<file path="config.mk">
export PLATFORM = sky130hd
export DESIGN_NAME = grid_loader
export DESIGN_NICKNAME = d
export VERILOG_FILES = /design/src/rtl/grid_loader.sv
export SDC_FILE = /design/constraint.sdc
export NUM_CORES = 1
export LEC_CHECK = 0
export BUFFER_PORTS_ARGS = -buffer_cell sky130_fd_sc_hd__buf_2
export CAP_MARGIN = 15
export CORE_UTILIZATION = 63
export DETAILED_ROUTE_END_ITERATION = 8
export PLACE_DENSITY = 0.91
export SYNTH_ARGS = -nofsm -noshare
export SYNTH_HDL_FRONTEND = slang
export SYNTH_SLANG_ARGS = --single-unit
</file>
<file path="constraint.sdc">
create_clock -name clk -period 5 [get_ports clk]
set_input_delay 0 -clock clk [delete_from_list [all_inputs] [get_ports clk]]
set_output_delay 0 -clock clk [all_outputs]
set_load 0.01 [all_outputs]
</file>
<file path="src/rtl/grid_loader.sv">
// grid_loader: receives a framed grid image over an 8N1 UART line and
// publishes it atomically on cells_0. Frame = 0xA5, P payload bytes, XOR checksum.
module grid_loader #(
    parameter int              N            = 8,
    parameter int              CLKS_PER_BIT = 104,
    parameter int              TIMEOUT_BITS = 20,
    parameter logic [N*N-1:0]  INIT         = '0
) (
    input  logic               clk,
    input  logic               rst,
    input  logic               uart_rx,
    output logic [N*N-1:0]     cells_0,
    output logic               load,
    output logic               busy,
    output logic               err
);

    localparam int NN      = N * N;
    localparam int P       = (NN + 7) / 8;
    localparam int HALF    = CLKS_PER_BIT / 2;
    localparam int TMO_LIM = TIMEOUT_BITS * CLKS_PER_BIT;
    localparam int CNT_W   = $clog2(CLKS_PER_BIT);
    localparam int TMO_W   = $clog2(TMO_LIM + 1);
    localparam int BCNT_W  = $clog2(P + 1);

    localparam logic [CNT_W-1:0]  HALF_M1   = CNT_W'(HALF - 1);
    localparam logic [CNT_W-1:0]  BIT_M1    = CNT_W'(CLKS_PER_BIT - 1);
    localparam logic [TMO_W-1:0]  TMO_M1    = TMO_W'(TMO_LIM - 1);
    localparam logic [BCNT_W-1:0] LAST_BYTE = BCNT_W'(P - 1);
    localparam logic [7:0]        HDR       = 8'hA5;

    typedef enum logic [1:0] {RX_IDLE, RX_START, RX_DATA, RX_STOP} rx_state_t;
    typedef enum logic [1:0] {WAIT_HDR, PAYLOAD, CHECKSUM} fr_state_t;

    // synchronizer and edge history
    logic              rx_meta_q, rx_sync_q, rx_prev_q;
    // byte receiver
    rx_state_t         rx_state_q, rx_state_d;
    logic [CNT_W-1:0]  clk_cnt_q, clk_cnt_d;
    logic [2:0]        bit_cnt_q, bit_cnt_d;
    logic [7:0]        shift_q, shift_d;
    // frame tracker
    fr_state_t         fr_state_q, fr_state_d;
    logic [BCNT_W-1:0] byte_cnt_q, byte_cnt_d;
    logic [7:0]        xor_q, xor_d;
    logic [NN-1:0]     shadow_q, shadow_d;
    logic [TMO_W-1:0]  tmo_q, tmo_d;
    // outputs
    logic [NN-1:0]     cells_q, cells_d;
    logic              load_q, load_d;
    logic              err_q, err_d;

    logic              start_edge;
    logic              byte_done;
    logic              stop_bad;
    logic              timeout;

    assign start_edge = (rx_state_q == RX_IDLE) && rx_prev_q && !rx_sync_q;

    // State register: every flop in the block, cleared by the active-low sync reset
    always_ff @(posedge clk) begin
        if (!rst) begin
            rx_meta_q  <= 1'b1;
            rx_sync_q  <= 1'b1;
            rx_prev_q  <= 1'b1;
            rx_state_q <= RX_IDLE;
            clk_cnt_q  <= '0;
            bit_cnt_q  <= '0;
            shift_q    <= '0;
            fr_state_q <= WAIT_HDR;
            byte_cnt_q <= '0;
            xor_q      <= '0;
            shadow_q   <= '0;
            tmo_q      <= '0;
            cells_q    <= INIT;
            load_q     <= 1'b0;
            err_q      <= 1'b0;
        end else begin
            rx_meta_q  <= uart_rx;
            rx_sync_q  <= rx_meta_q;
            rx_prev_q  <= rx_sync_q;
            rx_state_q <= rx_state_d;
            clk_cnt_q  <= clk_cnt_d;
            bit_cnt_q  <= bit_cnt_d;
            shift_q    <= shift_d;
            fr_state_q <= fr_state_d;
            byte_cnt_q <= byte_cnt_d;
            xor_q      <= xor_d;
            shadow_q   <= shadow_d;
            tmo_q      <= tmo_d;
            cells_q    <= cells_d;
            load_q     <= load_d;
            err_q      <= err_d;
        end
    end

    // Byte receiver: mid-start check, 8 LSB-first data samples, stop sample
    always_comb begin
        rx_state_d = rx_state_q;
        clk_cnt_d  = clk_cnt_q + CNT_W'(1);
        bit_cnt_d  = bit_cnt_q;
        shift_d    = shift_q;
        byte_done  = 1'b0;
        stop_bad   = 1'b0;
        case (rx_state_q)
            RX_IDLE: begin
                clk_cnt_d = '0;
                if (start_edge) rx_state_d = RX_START;
            end
            RX_START: begin
                if (clk_cnt_q == HALF_M1) begin
                    clk_cnt_d  = '0;
                    bit_cnt_d  = '0;
                    // a line already back high at mid-start was only a glitch
                    rx_state_d = rx_sync_q ? RX_IDLE : RX_DATA;
                end
            end
            RX_DATA: begin
                if (clk_cnt_q == BIT_M1) begin
                    clk_cnt_d = '0;
                    shift_d   = {rx_sync_q, shift_q[7:1]};
                    bit_cnt_d = bit_cnt_q + 3'd1;
                    if (bit_cnt_q == 3'd7) rx_state_d = RX_STOP;
                end
            end
            RX_STOP: begin
                if (clk_cnt_q == BIT_M1) begin
                    clk_cnt_d  = '0;
                    rx_state_d = RX_IDLE;
                    byte_done  = rx_sync_q;
                    stop_bad   = !rx_sync_q;
                end
            end
            default: rx_state_d = RX_IDLE;
        endcase
    end

    // Frame next-state: header hunt, payload capture into shadow, inter-byte timeout
    always_comb begin
        fr_state_d = fr_state_q;
        byte_cnt_d = byte_cnt_q;
        xor_d      = xor_q;
        shadow_d   = shadow_q;
        tmo_d      = '0;
        timeout    = 1'b0;
        // idle time is measured only while a frame is open and the receiver is quiet
        if (fr_state_q != WAIT_HDR && rx_state_q == RX_IDLE && !start_edge) begin
            if (tmo_q == TMO_M1) timeout = 1'b1;
            else                 tmo_d   = tmo_q + TMO_W'(1);
        end
        if (stop_bad || timeout) begin
            fr_state_d = WAIT_HDR;
        end else if (byte_done) begin
            case (fr_state_q)
                WAIT_HDR: begin
                    if (shift_q == HDR) begin
                        fr_state_d = PAYLOAD;
                        byte_cnt_d = '0;
                        xor_d      = '0;
                    end
                end
                PAYLOAD: begin
                    xor_d = xor_q ^ shift_q;
                    // bits beyond the grid fall outside this loop but still feed the XOR
                    for (int i = 0; i < NN; i++) begin
                        if ((i / 8) == int'(byte_cnt_q)) shadow_d[i] = shift_q[i % 8];
                    end
                    byte_cnt_d = byte_cnt_q + BCNT_W'(1);
                    if (byte_cnt_q == LAST_BYTE) fr_state_d = CHECKSUM;
                end
                CHECKSUM: fr_state_d = WAIT_HDR;
                default:  fr_state_d = WAIT_HDR;
            endcase
        end
    end

    // Outputs: commit shadow on a good checksum, flag stop, checksum and timeout errors
    always_comb begin
        cells_d = cells_q;
        load_d  = 1'b0;
        err_d   = 1'b0;
        if (stop_bad || timeout) begin
            err_d = 1'b1;
        end else if (byte_done && fr_state_q == CHECKSUM) begin
            if (shift_q == xor_q) begin
                cells_d = shadow_q;
                load_d  = 1'b1;
            end else begin
                err_d = 1'b1;
            end
        end
    end

    assign cells_0 = cells_q;
    assign load    = load_q;
    assign err     = err_q;
    assign busy    = (fr_state_q != WAIT_HDR);

endmodule
</file>
==> results of run 1 <==
## cells by family (layout without fill, tap and decap cells)
logic type | count (synthesis) | count (layout)
AO/OA/AOI/OAI | 53 | 53
AND/OR/NAND/NOR | 329 | 329
adder cells (fa/ha/maj) | 8 | 8
flip-flops | 179 | 179
buffers and inverters | 66 | 115
multiplexers | 136 | 136
XOR/XNOR | 22 | 22
## final cells by class
cell class,instances,area share
Clock buffer,21,0.0561
Tap cell,143,0.0213
Sequential cell,179,0.428
Timing Repair Buffer,76,0.0487
Clock inverter,10,0.0118
Multi-Input combinational cell,548,0.431
Inverter,8,0.00358
## final timing paths
path | startpoint | end | slack, ns | depth (start not counted)
max | clk_cnt_q[0] | shadow_q[24] | 2.27 | 5
min | rx_meta_q | rx_sync_q | 0.43 | 1
max reg2reg | clk_cnt_q[0] | shadow_q[24] | 2.27 | 5
min reg2reg | rx_meta_q | rx_sync_q | 0.43 | 1
## flip-flops by register name (all words and copies together), names as in the netlist, named ones only
signal,flops
clk_cnt_q,7
fr_state_q,2
load,1
byte_cnt_q,4
rx_prev_q,1
tmo_q,12
shift_q,8
xor_q,8
rx_sync_q,1
rx_meta_q,1
bit_cnt_q,3
shadow_q,64
cells_0,64
rx_state_q,1
err,1
## layer usage
| layer | vias up | GRT usage | part of all wire | wire length (um) |
|---|---|---|---|---|
| met5 | - | 0 | 0 | 0 |
| met4 | 0 | 0.124 | 0.026 | 404 |
| met3 | 36 | 0.0519 | 0.045 | 703 |
| met2 | 145 | 0.438 | 0.48 | 7630 |
| met1 | 2664 | 0.342 | 0.45 | 7030 |
| li1 | 2756 | - | - | - |
## worst max-delay path, cell delays in order (launching register included)
cell	delay, ns
dfxtp_1	0.36
ha_1	0.25
nand3_1	0.64
nor4_4	0.91
mux2i_1	0.33
nor2_1	0.08
## per-stage QoR
stage	instance area (um2)	power [mW]	worst slack [ns]	std cells
after floorplan	7470	1.49	3.05	793
after global placement	7780	1.50	2.44	951
after detailed placement	7780	1.50	2.32	951
after CTS	8380	2.76	2.27	985
after global routing	8380	2.83	2.13	985
final	8380	2.75	2.27	985
## cells in the final DEF, fill, tap and decap left out, types with 9 or more instances in the layout
master       n
a211oi_1    10
a21oi_1      9
a31oi_1     19
buf_2       68
clkbuf_16   17
dfxtp_1    179
mux2i_1    136
nand2_1    144
nand3_1     11
nand4_1     12
nor2_1     103
nor2b_1     11
xnor2_1     15
## report_power, final
group	leakage (nW)	internal, mW	switching (mW)	total [mW]
clock	0.276	0.727	0.554	1.28
sequential	1.44	1.43	0.00283	1.43
combinational	1.79	0.00593	0.0305	0.0364
total	3.51	2.16	0.587	2.75
## timing repair
| item | in CTS | in global routing |
|---|---|---|
| hold endpoints to repair | 12 | 0 |
| setup endpoints to repair | 0 | 0 |
| hold buffers | 3 | 0 |
==> results.cfg, run 1 <==
[yosys]
yosysMostFrequentCell = dfxtp_1
async_reset_ff_frac = 0
syn-num-nets = 804
ys_warn_count = 0
synth_area_mm2 = 0.00747
synth-edff-count = 0
synth-seq-area-share = 0.480
synth.distinct_cells = 52
avgSynthCellArea_um2 = 9.42
synth_fa_ha_area_frac = 0.0134
synth-xor-area-share = 0.0258
muxShareOfSynthArea = 0.182
yosys-top-cells-count = 179 x dfxtp_1, 144 x nand2_1, 136 x mux2i_1, 103 x nor2_1, 46 x clkbuf_1
synth_seq_cells = 179
yosys-top-cells-area = dfxtp_1 48%, mux2i_1 18%, nand2_1 7.2%, nor2_1 5.2%, clkbuf_1 2.3%
synth_top_family_by_area = simple AND/OR/NAND/NOR gates
synth_top_area_frac = 0.480
synth_compound_area_frac = 0.0476
synth_ff_type = dfxtp_1
syn_inst = 793
yosysTopAreaCell = dfxtp_1
yosys.area_share.simple = 0.214

[layout]
ff_latch_area_mm2 = 0.00358
diodes = 0
syn2layout_area_growth_pct = 12.2
fill_cells = 752
utilization = 0.731
drive_gt1_frac = 0.139
multiInputGateArea_mm2 = 0.00361
final_nets = 841

[floorplanning]
start_util = 0.651
placementRows = 39
dieArea_mm2 = 0.0123
die_h_um = 111
core_area_mm2 = 0.0115
ios = 70
dieWidth_um = 111

[power_and_ir_drop]
power_density_mw_per_mm2 = 328
ir_worst_vdd_uv = 249
p_leak_nw = 3.51

[global_route]
grt_pass1_vias = 5404
grt_use_total = 0.268
grt.overflow.total = 0
grt_pass1_wl_um = 26300
antenna_found_initial = 0
grt_max_degree = 111

[clock_network]
cts_max_level = 4
cts_tree = built
cts_post_setup_buffers_inserted = 0
cts-root-buf = clkbuf_16
clk_latency_ns = 0.43
cts.repair.resized = 0
numCtsBuffers = 17
cts_sinks = 179
clock_path_buffers = 2
clk_pin_slew_worst_paths_ns = 0.07

[drt]
vias = 5601
viasPerCell = 5.69
wl_per_cell_um = 16.0
wl_um = 15800
first_iter_violations = 399
antenna_left = 0
drc = 0
first_pass_iters = 5

[timing]
hold_viol_final = 0
worst_pin_slew_ns = 1.17
rsz0062_at_grt = no
tns_ns = 0
slew_violations = 0
whs_ns = 0.430
skew_ns = 0.0118
max_freq_mhz = 366
relSlewSlack = 0.221
min_period_over_period = 0.546
setup_viol = 0
period_minus_slack_ns = 2.73

[placed_design]
port_buffers = 69
gp_congestion = 0.810
place_hpwl_um = 9290

[critical_path]
path_class = reg -> reg
startpoint_type = flip-flop
path_max_fanout = 10
cp-end-kind = flip-flop
cp_data_required_time_ns = 5.28
arrival_ns = 3.01

[min_path]
hold_class = reg -> reg

[status]
status = finished, final reports clean

[job]
maxCapViolations = 0
Power figures use the tool's default switching activity.
==> run 2: changes to the inputs <==
CORE_UTILIZATION = 59   (was 63)
PLACE_DENSITY = 0.86   (was 0.91)
clock period = 2.55 ns   (was 5 ns; I/O delays follow)
==> results.cfg, run 2 (same netlist as run 1, synthesis figures left out) <==
[critical_path]
cp_data_required_time_ns = 2.90
path_class = reg -> reg
startpoint_type = flip-flop
path_cells = xnor2_1 -> nand4_1 -> or3_4 -> buf_12 -> mux2i_1
crit_slowest_cell = dfxtp_1
arrival_ns = 2.60
ff2ff_setup_slack_ns = 0.30
crit_family = simple AND/OR/NAND/NOR gates
path_max_fanout = 40
critPathMaxStageDelay_ns = 0.73
cp-end-kind = flip-flop
cp_num_buf_inv = 1

[layout]
final_cells = 1034
final_nets = 865
final_cell_mix = 179 x dfxtp_1, 144 x nand2_1, 136 x mux2i_1
final_common_cell = dfxtp_1
multiInputGateArea_mm2 = 0.00361
fill_cells = 878
design_area_mm2 = 0.00863
diodes = 0
syn2layout_area_growth_pct = 15.5
drive_gt1_frac = 0.164
utilization = 0.709
ff_latch_area_mm2 = 0.00358

[global_route]
antenna_found_initial = 0
grt.overflow.total = 0
grt_max_degree = 76
grt_pass1_vias = 5388
grt_use_total = 0.262
grt_pass1_wl_um = 26500

[timing]
slew_violations = 0
max_freq_mhz = 444
period_minus_slack_ns = 2.25
rsz0062_at_grt = no
relSlewSlack = 0.454
min_period_over_period = 0.882
skew_ns = 0.0123
hold_viol_final = 0
tns_ns = 0
worst_pin_slew_ns = 0.818
setup_viol = 0

[floorplanning]
core_area_mm2 = 0.0122
die_h_um = 115
dieArea_mm2 = 0.0131
start_util = 0.614
ios = 70
placementRows = 40
dieWidth_um = 115

[clock_network]
numCtsBuffers = 17
cts-root-buf = clkbuf_16
cts.repair.resized = 0
clock_path_buffers = 2
clk_latency_ns = 0.43
cts_sinks = 179
cts_tree = built
cts_max_level = 4
clk_pin_slew_worst_paths_ns = 0.07

[drt]
antenna_left = 0
wl_per_cell_um = 15.7
first_iter_violations = 387
wl_um = 16300
first_pass_iters = 5
vias = 5784
drc = 0
viasPerCell = 5.59

[placed_design]
port_buffers = 69
dp.cells = 1001
place_hpwl_um = 10100
dpl_cell_area_mm2 = 0.00803
gp_congestion = 0.828

[min_path]
hold_class = in -> reg

[power_and_ir_drop]
p_leak_nw = 3.66
power_density_mw_per_mm2 = 633
ir_worst_vdd_uv = 550

[status]
status = finished, final reports clean

[job]
maxCapViolations = 0
## run 2: timing repair
action / CTS / global route
hold buffers: 2 / 0
setup buffers: 0 / 0
hold endpoints to repair: 8 / 0
## run 2: area by class of cell
type,instances,area share
Clock buffer,18,0.0497
Timing Repair Buffer,100,0.0708
Inverter,8,0.00348
Clock inverter,13,0.0178
Tap cell,168,0.0244
Multi-Input combinational cell,548,0.419
Sequential cell,179,0.415
## run 2: power breakdown
part	total [mW]	internal (mW)	switching [mW]
sequential	2.80	2.80	0.00129
combinational	0.0820	0.0158	0.0662
clock	2.58	1.46	1.12
## run 2: metal layers
metal | up-vias | GRT usage | share of wire
met5 | - | 0 | 0
met4 | 0 | 0.113 | 0.026
li1 | 2813 | - | -
met2 | 182 | 0.414 | 0.48
met1 | 2752 | 0.342 | 0.44
met3 | 37 | 0.0630 | 0.050
## run 2: metrics by stage
stage	setup slack (ns)	hold WS [ns]	total power, mW
3_5_place_dp	0.345	0.197	2.94
4_1_cts	0.319	0.272	5.50
5_1_grt	0.181	0.318	5.63
3_3_place_gp	0.366	0.189	2.94
6_report	0.300	0.302	5.46
2_1_floorplan	0.604	0.101	2.92
## run 2: worst reg2reg max path: stages (launching register included)
cell and delay, ns:
dfxtp_1 0.73, xnor2_1 0.18, nand4_1 0.19, or3_4 0.56, buf_12 0.26, mux2i_1 0.25
## run 2: final timing paths
kind	startpoint	cells after the start	end
max	shift_q[3]	5	cells_0[45]
min	uart_rx	3	rx_meta_q
max reg2reg	shift_q[3]	5	cells_0[45]
min reg2reg	rx_meta_q	1	rx_sync_q
==> run 3: changes to the inputs <==
CAP_MARGIN = 10   (was 15)
CORE_UTILIZATION = 40   (was 59)
PLACE_DENSITY = 0.65   (was 0.86)
==> results.cfg, run 3 (same netlist as run 1, synthesis figures left out) <==
[global_route]
antenna_found_initial = 0
grt-busiest-layer = met2
grt_use_total = 0.173
gr-usage-met3 = 0.0338
grt_pass1_vias = 5168
grt_max_degree = 123
grt.overflow.total = 0
grt_pass1_wl_um = 26800
grt_use_met1 = 0.235
met2_usage = 0.274

[clock_network]
cts.repair.resized = 0
clk_pin_slew_worst_paths_ns = 0.07
numCtsBuffers = 17
cts-root-buf = clkbuf_16
clock_path_buffers = 2
cts_max_level = 4
cts_sinks = 179
cts_post_setup_buffers_inserted = 0
ctsHoldBuffers = 3
clk_latency_ns = 0.43
cts_tree = built

[floorplanning]
die_h_um = 139
start_util = 0.411
ios = 70
dieArea_mm2 = 0.0192
core_area_mm2 = 0.0181
placementRows = 49
dieWidth_um = 139

[drt]
first_iter_violations = 392
drc = 4
first_pass_iters = 9
wl_per_cell_um = 14.6
viasPerCell = 4.99
antenna_left = 0
vias = 5469
wl_um = 16000

[layout]
ff_latch_area_mm2 = 0.00358
utilization = 0.480
fill_cells = 1723
diodes = 0
syn2layout_area_growth_pct = 16.6
final_common_cell = dfxtp_1
final_cell_mix = 179 x dfxtp_1, 144 x nand2_1, 136 x mux2i_1
design_area_mm2 = 0.00871
drive_gt1_frac = 0.166
multiInputGateArea_mm2 = 0.00361
final_nets = 866

[status]
violations = DRC
status = complete, but fails checks

[timing]
worst_pin_slew_ns = 0.532
skew_ns = 0.0122
relSlewSlack = 0.645
max_freq_mhz = 471
rsz0062_at_grt = no
hold_viol_final = 0
slew_violations = 0
min_period_over_period = 0.832
period_minus_slack_ns = 2.12
setup_viol = 0
tns_ns = 0

[placed_design]
place_hpwl_um = 9930
gp_congestion = 0.821
port_buffers = 69
dpl_cell_area_mm2 = 0.00811

[critical_path]
cp_data_required_time_ns = 2.86
r2r_end = shadow_q[15]
startpoint_type = flip-flop
path_max_fanout = 8
ff2ff_setup_slack_ns = 0.43
cp-end-kind = flip-flop
path_class = reg -> reg
reg2reg_from = clk_cnt_q[6]
arrival_ns = 2.43
reg2regPathDepth = 6

[power_and_ir_drop]
ir_worst_vdd_uv = 470
power_density_mw_per_mm2 = 616
p_leak_nw = 3.65

[job]
maxCapViolations = 0

[min_path]
hold_class = reg -> reg
hold_path_depth = 1
holdPathEnd = rx_sync_q
worstHoldStart = rx_meta_q
[run 3: changes by cell type in the layout (fill, tap and decap cells not counted), sizes merged]
cell / before / now
clkinv: 6 / 3
clkinvlp: 1 / 4
bufinv: 2 / 0
clkbuf: 18 / 20
dlygate4sd3: 2 / 3
inv: 12 / 13
[run 3: critical path: stages (launching register included)]
cell and delay [ns]:
dfxtp_1 0.39, or3b_1 0.56, buf_4 0.26, nor4_4 0.28, buf_4 0.24, mux2i_1 0.22, nor2_1 0.05
[run 3: worst max path at each step]
stage | from | end | slack, ns | cells after the start
2_1_floorplan | fr_state_q[1] | shadow_q[16] | 0.60 | 6
3_3_place_gp | clk_cnt_q[3] | shadow_q[11] | 0.42 | 6
3_5_place_dp | clk_cnt_q[3] | shadow_q[14] | 0.44 | 6
4_1_cts | clk_cnt_q[6] | shadow_q[15] | 0.42 | 6
5_1_grt | clk_cnt_q[3] | shadow_q[15] | 0.30 | 6
6_report | clk_cnt_q[6] | shadow_q[15] | 0.43 | 6
[run 3: final cells by class]
cell class / count / share of cell area
inverter: 8 / 0.00345
timing repair buffer: 101 / 0.0727
multi-input combinational: 548 / 0.415
clock buffer: 20 / 0.0536
tap: 229 / 0.0329
clock inverter: 12 / 0.0109
sequential: 179 / 0.412
[run 3: per-layer routing]
metal  up-vias  routed length, um
met1      2557               8120
met3        16                527
met5         -                  0
met4         0                235
li1       2809                  -
met2        87               7130
[run 3: stage by stage]
step | setup slack, ns | cells | hold WS [ns] | total power, mW
global route | 0.295 | 1097 | 0.457 | 5.55
detailed placement | 0.436 | 1062 | 0.204 | 2.94
finish | 0.428 | 1097 | 0.419 | 5.36
CTS | 0.422 | 1097 | 0.426 | 5.42
global placement | 0.422 | 1062 | 0.193 | 2.95
floorplan | 0.604 | 793 | 0.101 | 2.92
[run 3: power breakdown]
group          switching, mW  total [mW]  leakage [nW]  internal (mW)
combinational         0.0648      0.0819          1.94         0.0171
sequential           0.00338        2.80          1.44           2.80
clock                   1.14        2.48         0.268           1.34
total                   1.21        5.36          3.65           4.16
